==> src/rtl/dot_product_result_collector_if.sv <==
// Result handshake bundle between the dot-product units and the result collector.
// Handshake: unit i raises done_array[i] with result_array[i] stable and holds both until a
// rising edge where accept_array[i]=1; that edge transfers the word. A done still high on the
// following cycle presents the next result.
interface dot_product_result_collector_if #(
  parameter int NUM_UNITS    = 4,
  parameter int RESULT_WIDTH = 32
);
  logic [NUM_UNITS-1:0]                   done_array;
  logic [NUM_UNITS-1:0][RESULT_WIDTH-1:0] result_array;
  logic [NUM_UNITS-1:0]                   accept_array;

  modport master (output done_array, result_array, input accept_array);
  modport slave  (input done_array, result_array, output accept_array);
endinterface

==> src/rtl/dot_product_result_collector.sv <==
// Write-back collector: one holding register per unit, round-robin arbitration onto a single
// write port of a per-unit result memory, plus a registered host read port.
module dot_product_result_collector #(
  parameter int DATA_WIDTH   = 16,
  parameter int RESULT_WIDTH = 2 * DATA_WIDTH,
  parameter int NUM_UNITS    = 4,
  parameter int DEPTH        = 16,
  localparam int CW = $clog2(DEPTH + 1),
  localparam int UW = $clog2(NUM_UNITS),
  localparam int IW = $clog2(DEPTH)
) (
  input  logic                           clk,
  input  logic                           reset,
  input  logic                           clear,
  dot_product_result_collector_if.slave  units,
  output logic [NUM_UNITS-1:0][CW-1:0]   count_array,
  output logic [NUM_UNITS-1:0]           full_array,
  output logic                           all_done,
  input  logic                           rd_en,
  input  logic [UW-1:0]                  rd_unit,
  input  logic [IW-1:0]                  rd_index,
  output logic [RESULT_WIDTH-1:0]        rd_data,
  output logic                           rd_valid
);

  logic [NUM_UNITS-1:0]    pending;
  logic [RESULT_WIDTH-1:0] hold [NUM_UNITS];
  logic [CW-1:0]           count [NUM_UNITS];
  logic [UW-1:0]           rr;
  logic [RESULT_WIDTH-1:0] mem [NUM_UNITS][DEPTH];

  logic [NUM_UNITS-1:0]    accept;
  logic                    grant_valid;
  logic [UW-1:0]           grant;
  logic [RESULT_WIDTH-1:0] rd_word;

  // A unit whose holding slot is busy or whose memory region is full is not accepted.
  always_comb begin
    accept = '0;
    for (int i = 0; i < NUM_UNITS; i++) begin
      accept[i] = units.done_array[i] & ~pending[i] &
                  (({1'b0, count[i]} + (CW+1)'(pending[i])) < (CW+1)'(DEPTH)) &
                  ~clear & reset;
    end
  end

  assign units.accept_array = accept;

  always_comb begin
    grant_valid = 1'b0;
    grant       = '0;
    for (int k = 0; k < NUM_UNITS; k++) begin
      if (!grant_valid && pending[(int'(rr) + k) % NUM_UNITS]) begin
        grant_valid = 1'b1;
        grant       = UW'((int'(rr) + k) % NUM_UNITS);
      end
    end
  end

  always_ff @(posedge clk or negedge reset) begin
    if (!reset) begin
      pending <= '0;
      rr      <= '0;
      for (int i = 0; i < NUM_UNITS; i++) begin
        count[i] <= '0;
        hold[i]  <= '0;
      end
    end else if (clear) begin
      pending <= '0;
      rr      <= '0;
      for (int i = 0; i < NUM_UNITS; i++) count[i] <= '0;
    end else begin
      for (int i = 0; i < NUM_UNITS; i++) begin
        if (accept[i]) begin
          hold[i]    <= units.result_array[i];
          pending[i] <= 1'b1;
        end
      end
      // Accept requires an empty slot and grant requires a full one, so these never collide.
      if (grant_valid) begin
        pending[grant] <= 1'b0;
        count[grant]   <= count[grant] + CW'(1);
        rr             <= (int'(grant) == NUM_UNITS - 1) ? '0 : grant + UW'(1);
      end
    end
  end

  // A pending slot implies count < DEPTH, so the low count bits always address a free entry.
  always_ff @(posedge clk) begin
    if (grant_valid && !clear) mem[grant][count[grant][IW-1:0]] <= hold[grant];
  end

  always_comb begin
    rd_word = '0;
    if (int'(rd_unit) < NUM_UNITS) begin
      if (CW'(rd_index) < count[rd_unit]) rd_word = mem[rd_unit][rd_index];
    end
  end

  always_ff @(posedge clk or negedge reset) begin
    if (!reset) begin
      rd_valid <= 1'b0;
      rd_data  <= '0;
    end else begin
      rd_valid <= rd_en;
      if (rd_en) rd_data <= rd_word;
    end
  end

  always_comb begin
    count_array = '0;
    full_array  = '0;
    for (int i = 0; i < NUM_UNITS; i++) begin
      count_array[i] = count[i];
      full_array[i]  = (count[i] == CW'(DEPTH));
    end
  end

  assign all_done = &full_array;

endmodule
==> src/flat_wrapper.sv <==
// flat-port wrapper written by rule: the top's interface ports become plain ports
module dot_product_result_collector_flat 
#(
  parameter int DATA_WIDTH   = 16,
  parameter int RESULT_WIDTH = 2 * DATA_WIDTH,
  parameter int NUM_UNITS    = 4,
  parameter int DEPTH        = 16,
  localparam int CW = $clog2(DEPTH + 1),
  localparam int UW = $clog2(NUM_UNITS),
  localparam int IW = $clog2(DEPTH)
)
  (clk, reset, clear, count_array, full_array, all_done, rd_en, rd_unit, rd_index, rd_data, rd_valid, units_done_array, units_result_array, units_accept_array);
  dot_product_result_collector_if #(.NUM_UNITS(NUM_UNITS), .RESULT_WIDTH(RESULT_WIDTH)) units_i ();
  input  logic clk;
  input  logic reset;
  input  logic clear;
  output logic [NUM_UNITS-1:0][CW-1:0] count_array;
  output logic [NUM_UNITS-1:0] full_array;
  output logic all_done;
  input  logic rd_en;
  input  logic [UW-1:0] rd_unit;
  input  logic [IW-1:0] rd_index;
  output logic [RESULT_WIDTH-1:0] rd_data;
  output logic rd_valid;
  input wire logic [$bits(units_i.done_array)-1:0] units_done_array;
  input wire logic [$bits(units_i.result_array)-1:0] units_result_array;
  output wire logic [$bits(units_i.accept_array)-1:0] units_accept_array;
  assign units_i.done_array = units_done_array;
  assign units_i.result_array = units_result_array;
  assign units_accept_array = units_i.accept_array;
  dot_product_result_collector #(.DATA_WIDTH(DATA_WIDTH), .RESULT_WIDTH(RESULT_WIDTH), .NUM_UNITS(NUM_UNITS), .DEPTH(DEPTH)) u_core (.clk(clk), .reset(reset), .clear(clear), .units(units_i), .count_array(count_array), .full_array(full_array), .all_done(all_done), .rd_en(rd_en), .rd_unit(rd_unit), .rd_index(rd_index), .rd_data(rd_data), .rd_valid(rd_valid));
endmodule
==> config.mk <==
export PLATFORM = sky130hd
export DESIGN_NAME = dot_product_result_collector_flat
export DESIGN_NICKNAME = d
export VERILOG_FILES = /design/src/rtl/dot_product_result_collector_if.sv /design/src/rtl/dot_product_result_collector.sv /design/src/flat_wrapper.sv
export SDC_FILE = /design/constraint.sdc
export NUM_CORES = 2
export LEC_CHECK = 0
export ABC_AREA = 1
export CAP_MARGIN = 30
export CORE_MARGIN = 4
export CORE_UTILIZATION = 50
export DETAILED_ROUTE_END_ITERATION = 8
export GPL_TIMING_DRIVEN = 0
export PLACE_DENSITY = 0.66
export REMOVE_ABC_BUFFERS = 1
export SLEW_MARGIN = 10
export SYNTH_ARGS = -nofsm -noshare
export SYNTH_HDL_FRONTEND = slang
export SYNTH_SLANG_ARGS = --single-unit
==> constraint.sdc <==
create_clock -name clk -period 6.3 [get_ports clk]
set_input_delay 1.26 -clock clk [delete_from_list [all_inputs] [get_ports clk]]
set_output_delay 1.26 -clock clk [all_outputs]
set_load 0.02 [all_outputs]
# == Word-level counts from Yosys, hierarchy flattened ==
# Memory sizes are Yosys's and may differ from the RTL's.
# Cells that the tools add are included.
# classes
n_eq_ne,5
mux,56
add_sub_neg,9
n_reduce_logical,20
n_bitwise,30
n_lt_le_gt_ge,17
# ops
operator,count
$mux 512,1
$mux 32,6
$bmux 32 s4,1
$demux 32 s4,1
$bmux 32 s2,1
$mux 20,2
$mux 5,5
$add 5x1->6,4
$lt 6x5->1 const B,4
$mux 1,21
$bmux 5 s2,2
$bwmux 20,1
$eq 5x5->1 const B,4
$and 1x1->1,16
$mux 2,7
$lt 3x4->1 const B,3
$demux 5 s2,1
$ge 5x5->1 const B,2
$not 4->5,2
$bmux 1 s2,4
$mux 4,2
$reduce_and 2->1,4
$logic_and 1x1->1,7
$ge 3x3->1 const B,2
19 further kinds,34
# totals
reg_bits,187
mem_count,1
out_inout_bits,62
ramBits,2048
inputBits,142
# mem_list
memory,depth,width,read_ports,rd_clocked_by_memory_dff,write_ports,line_no,rtl
u_core.mem,4,512,1,0,1,dot_product_result_collector.sv:30,logic [RESULT_WIDTH-1:0] mem [NUM_UNITS][DEPTH];

# == Depth between registers and ports, before layout ==
# depth
depth_word,24
ltp_mapped,20
mapped_depth_nobuf,18

# == Worst setup path before layout ==
# No wires, ideal clock.
# synth_timing
path_kind,register -> register
start,register u_core.rr[0]
end,memory u_core.mem[0][352] (netlist name) (enable)
setup_slack_ns,1.367
t_arrival_ns,4.472
setup_time_ns,0.461
required_ns,5.839
stages_incl_launch_ff,15
n_path_buf,4
cell_sequence,dfrtp_1 -> buf_6 -> inv_6 -> nand2_1 -> nand3_1 -> nand2_2 -> nor2_4 -> nand3_1 -> nand2_4 -> buf_2 -> buf_1 -> ha_1 -> inv_1 -> clkbuf_1 -> nor3_1
# synth_between
elab_chain_len,22
elab_cells_between_ends,41
classes_between,add/sub: 3; order compare: 2; mux: 26; bitwise: 2; reduce/logical: 8
# synth_rtl
element,line_no,rtl
start: declaration,dot_product_result_collector.sv:29,logic [UW-1:0] rr;
start signal: assignment,dot_product_result_collector.sv:83,rr <= (int'(grant) == NUM_UNITS - 1) ? '0 : grant + UW'(1);
$add 2x1->2 / $bmux 1 s2 (equally long branches),"dot_product_result_collector.sv:53, dot_product_result_collector.sv:55",
$bmux 1 s2 / $mux 1 (equally long branches),dot_product_result_collector.sv:53,if (!grant_valid && pending[(int'(rr) + k) % NUM_UNITS]) begin
$mux 1 (not written as such),dot_product_result_collector.sv:53,
$mux 1 (not written as such) / $logic_not 1->1 (equally long branches),dot_product_result_collector.sv:53,
$logic_and 1x1->1,dot_product_result_collector.sv:53,
$mux 1,dot_product_result_collector.sv:53,
$logic_not 1->1,dot_product_result_collector.sv:53,
$logic_and 1x1->1,dot_product_result_collector.sv:53,
[5 not listed],-,
$bmux 5 s2,dot_product_result_collector.sv:90,if (grant_valid && !clear) mem[grant][count[grant][IW-1:0]] <= hold[grant];
$mux 5 (2 in a row),-,
$not 4->5 (not written as such),dot_product_result_collector.sv:90,
$ge 5x5->1 (not written as such) / $lt 5x1->1 (equally long branches),dot_product_result_collector.sv:90,
$logic_and 1x1->1 (not written as such),dot_product_result_collector.sv:90,
$mux 32 (not written as such),dot_product_result_collector.sv:90,
$demux 32 s4,dot_product_result_collector.sv:90,
$mux 512 (not written as such),dot_product_result_collector.sv:90,
end: declaration,dot_product_result_collector.sv:30,
# Several ways; a longest one is shown, not always the timed one. The select of a mux whose other input is x is not followed.

# == Worst setup path after layout ==
# layout_timing
start,input port rd_unit[0]
end,register u_core.rd_data[29]
# layout_between
elab_chain_len,6
elab_cells_between_ends,10
classes_between,order compare: 1; mux: 7; bitwise: 1; memory: 1
# layout_rtl
element,line_no,rtl
start: declaration,flat_wrapper.sv:21,input logic [UW-1:0] rd_unit;
$not 2->3 (not written as such),dot_product_result_collector.sv:96,if (CW'(rd_index) < count[rd_unit]) rd_word = mem[rd_unit][rd_index];
$bmux 5 s2,dot_product_result_collector.sv:96,
$mux 5 (not written as such) (2 in a row),dot_product_result_collector.sv:96,
$lt 4x5->1,dot_product_result_collector.sv:96,
$mux 32 *,dot_product_result_collector.sv:96,
end signal: assignment,dot_product_result_collector.sv:106,if (rd_en) rd_data <= rd_word;
end: declaration,dot_product_result_collector.sv:22,"output logic [RESULT_WIDTH-1:0] rd_data,"
# Mark *: on every way between the ends. The rest lies on a longest branch, timed or not. The select of a mux whose other input is x is not followed.
# A chain may end at the register's enable or synchronous reset.

==> run_results.csv <==
group,metric,value,unit
yosys,async_flop_share,8.37,%
detailed_routing,ant_nets,0,
power,leakagePower,36.2,nW
clocking,cts_resized,0,
global_routing,grt_usage,27.9,%
power,power_switching,18.2,mW
power,p_sw_share,33.5,%
yosys,ys_seq_elements,2235,
setup_path,crit_path_end_kind,"flip-flop",
yosys,synth.area.mux_share,0,%
sta,drv_slew,0,
power,power.share.clock,23.8,%
power,pwr-share-comb,31.9,%
sta,skew,0.0582,ns
floorplanning,start_util,50.5,%
sta,hold_ws,0.295,ns
floorplanning,core.rowCount,154,
clocking,clkSinkCount,2235,
clocking,clock_path_buffers,3,
power,powerDensity,514,mW/mm2
global_routing,grt_overflow,0,
detailed_routing,finalWirelength,263000,um
yosys,syn_area,0.0893,mm2
floorplanning,dieHeight,431,um
yosys,yosysMostFrequentCell,"edfxtp_1",
yosys,avgSynthCellArea,12.5,um2
placement,place_ws,0.144,ns
yosys,netlist.area_leader.share,68.9,%
outcome,outcome,"finished clean",
setup_path,r2r-start,"u_core.rr[0]",
detailed_routing,routed-via-count,60500,
floorplanning,die_w,431,um
yosys,yosysWarnings,0,
floorplanning,fp.dieArea,0.185,mm2
setup_path,worstPathCellList,"buf_8, buf_16, buf_16, buf_16, buf_16, buf_16, a21oi_1, a221oi_1, o21ai_0, o211ai_1, nand3_1, nand2_1",
yosys,synth.area.top_cells,"edfxtp_1 (69%), nand2_1 (6.9%), dfrtp_1 (5.2%), o21ai_0 (3.6%), nand3_1 (3.2%)",
clocking,post-cts-setup-buffers,0,
setup_path,slowest_stage,"o211ai_1",
detailed_routing,vias_per_cell,6.15,
final_layout,post-route-cell-area,0.105,mm2
setup_path,reg2reg_slack,1.03,ns
clocking,htree_num_levels,4,
placement,postPlaceCellArea,0.0982,mm2
setup_path,crit_top_cell,"buf_16",
clocking,cts-root-buf,"clkbuf_16",
sta,fin_crit,5.36,ns
clocking,path_clk_slew,0.06,ns
yosys,ys_top_cells_by_count,"edfxtp_1 (2048), nand2_1 (1635), o21ai_0 (634)",
global_routing,antenna_found_initial,7,
setup_path,cp-start-kind,"primary input",
setup_path,max_stage_delay,0.70,ns
detailed_routing,drc_errors,0,
sta,fmax,187,MHz
yosys,ys_seq_area_share,74.1,%
final_layout,fin_util,59.5,%
setup_path,worstSetupPathType,"primary input to flip-flop",
yosys,synth_edf_count,2048,
yosys,synth-simple-area-share,12.8,%
sta,rsz0062_at_grt,"false",
power,ir_worst_vdd,0.462,mV
detailed_routing,avgRoutedWirePerCell,26.8,um
sta,hold_violations,0,
global_routing,grt_max_degree,154,
power,p_total,54.2,mW
final_layout,synthToLayoutAreaGrowth,18.0,%
clocking,clk_latency,0.88,ns
yosys,synth_cell_type_count,39,
sta,final.setup.tns,0,ns
placement,place_congestion,0.816,
placement,portBuffers,203,
sta,finalSetupViolations,0,
clocking,hold_buffers,0,
global_routing,grt_pass1_wl,383000,um
yosys,synth_xor_xnor_area_share,0,%
final_layout,nNetsFinal,7449,
clocking,cts_tree,"done",
hold_path,hold_class,"primary input to async pin",
yosys,synth_largest_area_cell,"edfxtp_1",
final_layout,drive_gt1_share,10.4,%
sta,slew_headroom,23.2,%
final_layout,fillerInstances,13400,
flow_run,drv_cap,0,
global_routing,grt_pass1_vias,57800,
yosys,synth_top_family_by_area,"simple AND/OR/NAND/NOR gates",
floorplanning,coreArea,0.177,mm2
clocking,numCtsBuffers,216,
power,pwr-share-seq,44.3,%
setup_path,path_max_fanout,134,
detailed_routing,drtIter0Drc,7847,
yosys,synthAdderAreaFrac,0.0981,%
placement,dp.cells,9421,
setup_path,crit_arrival,6.16,ns
sta,fin_ws,0.941,ns
sta,finalCritPeriodShare,85.1,%
power,p_int,36.0,mW
detailed_routing,firstDrtPassIters,6,
sta,worst_pin_slew,1.15,ns
yosys,ys.flop_type,"edfxtp_1",
placement,dpl.hpwl,160000,um
final_layout,stdcell_count,9837,
floorplanning,num_io_pins,204,
setup_path,worst_ep_required_time,7.10,ns
yosys,synth-compound-area-share,10.5,%
setup_path,crit_start,"rd_unit[0]",
yosys,netlist_instances,7114,
-- power groups by stage --
stage / logic [mW] / registers [mW] / clock network (mW)
after floorplan: 5.89 / 25.2 / 0
after global placement: 9.48 / 23.0 / 0
after detailed placement: 17.1 / 24.3 / 0
after CTS: 17.1 / 24.0 / 13.0
after global routing: 18.1 / 24.1 / 13.7
final: 17.3 / 24.0 / 12.9
-- worst max-delay path: cells and delay by family --
kind	cells	cell delay, ns
AO/OA/AOI/OAI	4	1.57
buffers and inverters	6	2.31
AND/OR/NAND/NOR	2	0.58
-- routing by layer --
metal / up-vias / global-route usage [%] / routed length [um]
met4: 0 / 15.6 / 16000
met2: 3287 / 42.4 / 120000
li1: 26600 / - / -
met3: 551 / 5.28 / 25400
met1: 30100 / 38.3 / 102000
met5: - / 0 / 0
-- cell families (layout without fill, tap and decap cells) --
logic type,Yosys count,in the layout
flip-flops,2235,2235
buffers and inverters,572,949
other,0,6
adder cells (fa/ha/maj),7,7
AO/OA/AOI/OAI,1509,1509
AND/OR/NAND/NOR,2791,2791
-- final timing paths --
kind	to	depth (start not counted)
worst max-delay path	u_core.rd_data[29]	12
worst min-delay path	u_core.hold[9]	1
min in group clk	u_core.hold[42]	2
worst min register to register	u_core.hold[42]	2
max in group asynchronous	u_core.rd_data[6]	2
worst max register to register	u_core.mem[3][243]	17
-- area by class of cell --
cell class / count / area [um2] / share of cell area, %
repair buffers: 476 / 6910 / 6.56
clock inverters: 132 / 1310 / 1.24
diodes: 6 / 15.0 / 0.0143
flip-flops and latches: 2235 / 66200 / 62.8
inverters: 64 / 283 / 0.268
multi-input cells: 4307 / 21900 / 20.8
clock buffers: 277 / 5790 / 5.49
well taps: 2340 / 2930 / 2.78
-- cell usage in the layout, fill, tap and decap left out, drive strengths merged, types with 51 or more instances in the layout --
cell type / n
dfrtp: 187
buf: 280
a221o: 117
nand2: 1654
o21ai: 634
clkinv: 98
o221ai: 90
clkbuf: 277
a221oi: 51
nand3: 583
clkdlybuf4s50: 196
o211ai: 53
a21oi: 431
edfxtp: 2048
inv: 71
nor2: 514
-- registers in the layout (all words and copies together) (netlist names) --
register and flops:
u_core.count_array 20, u_core.hold 128, u_core.mem 2048, u_core.pending 4, u_core.rd_data 32, u_core.rd_valid 1
u_core.rr 2
Note: power is estimated with default switching activity, not from simulation.
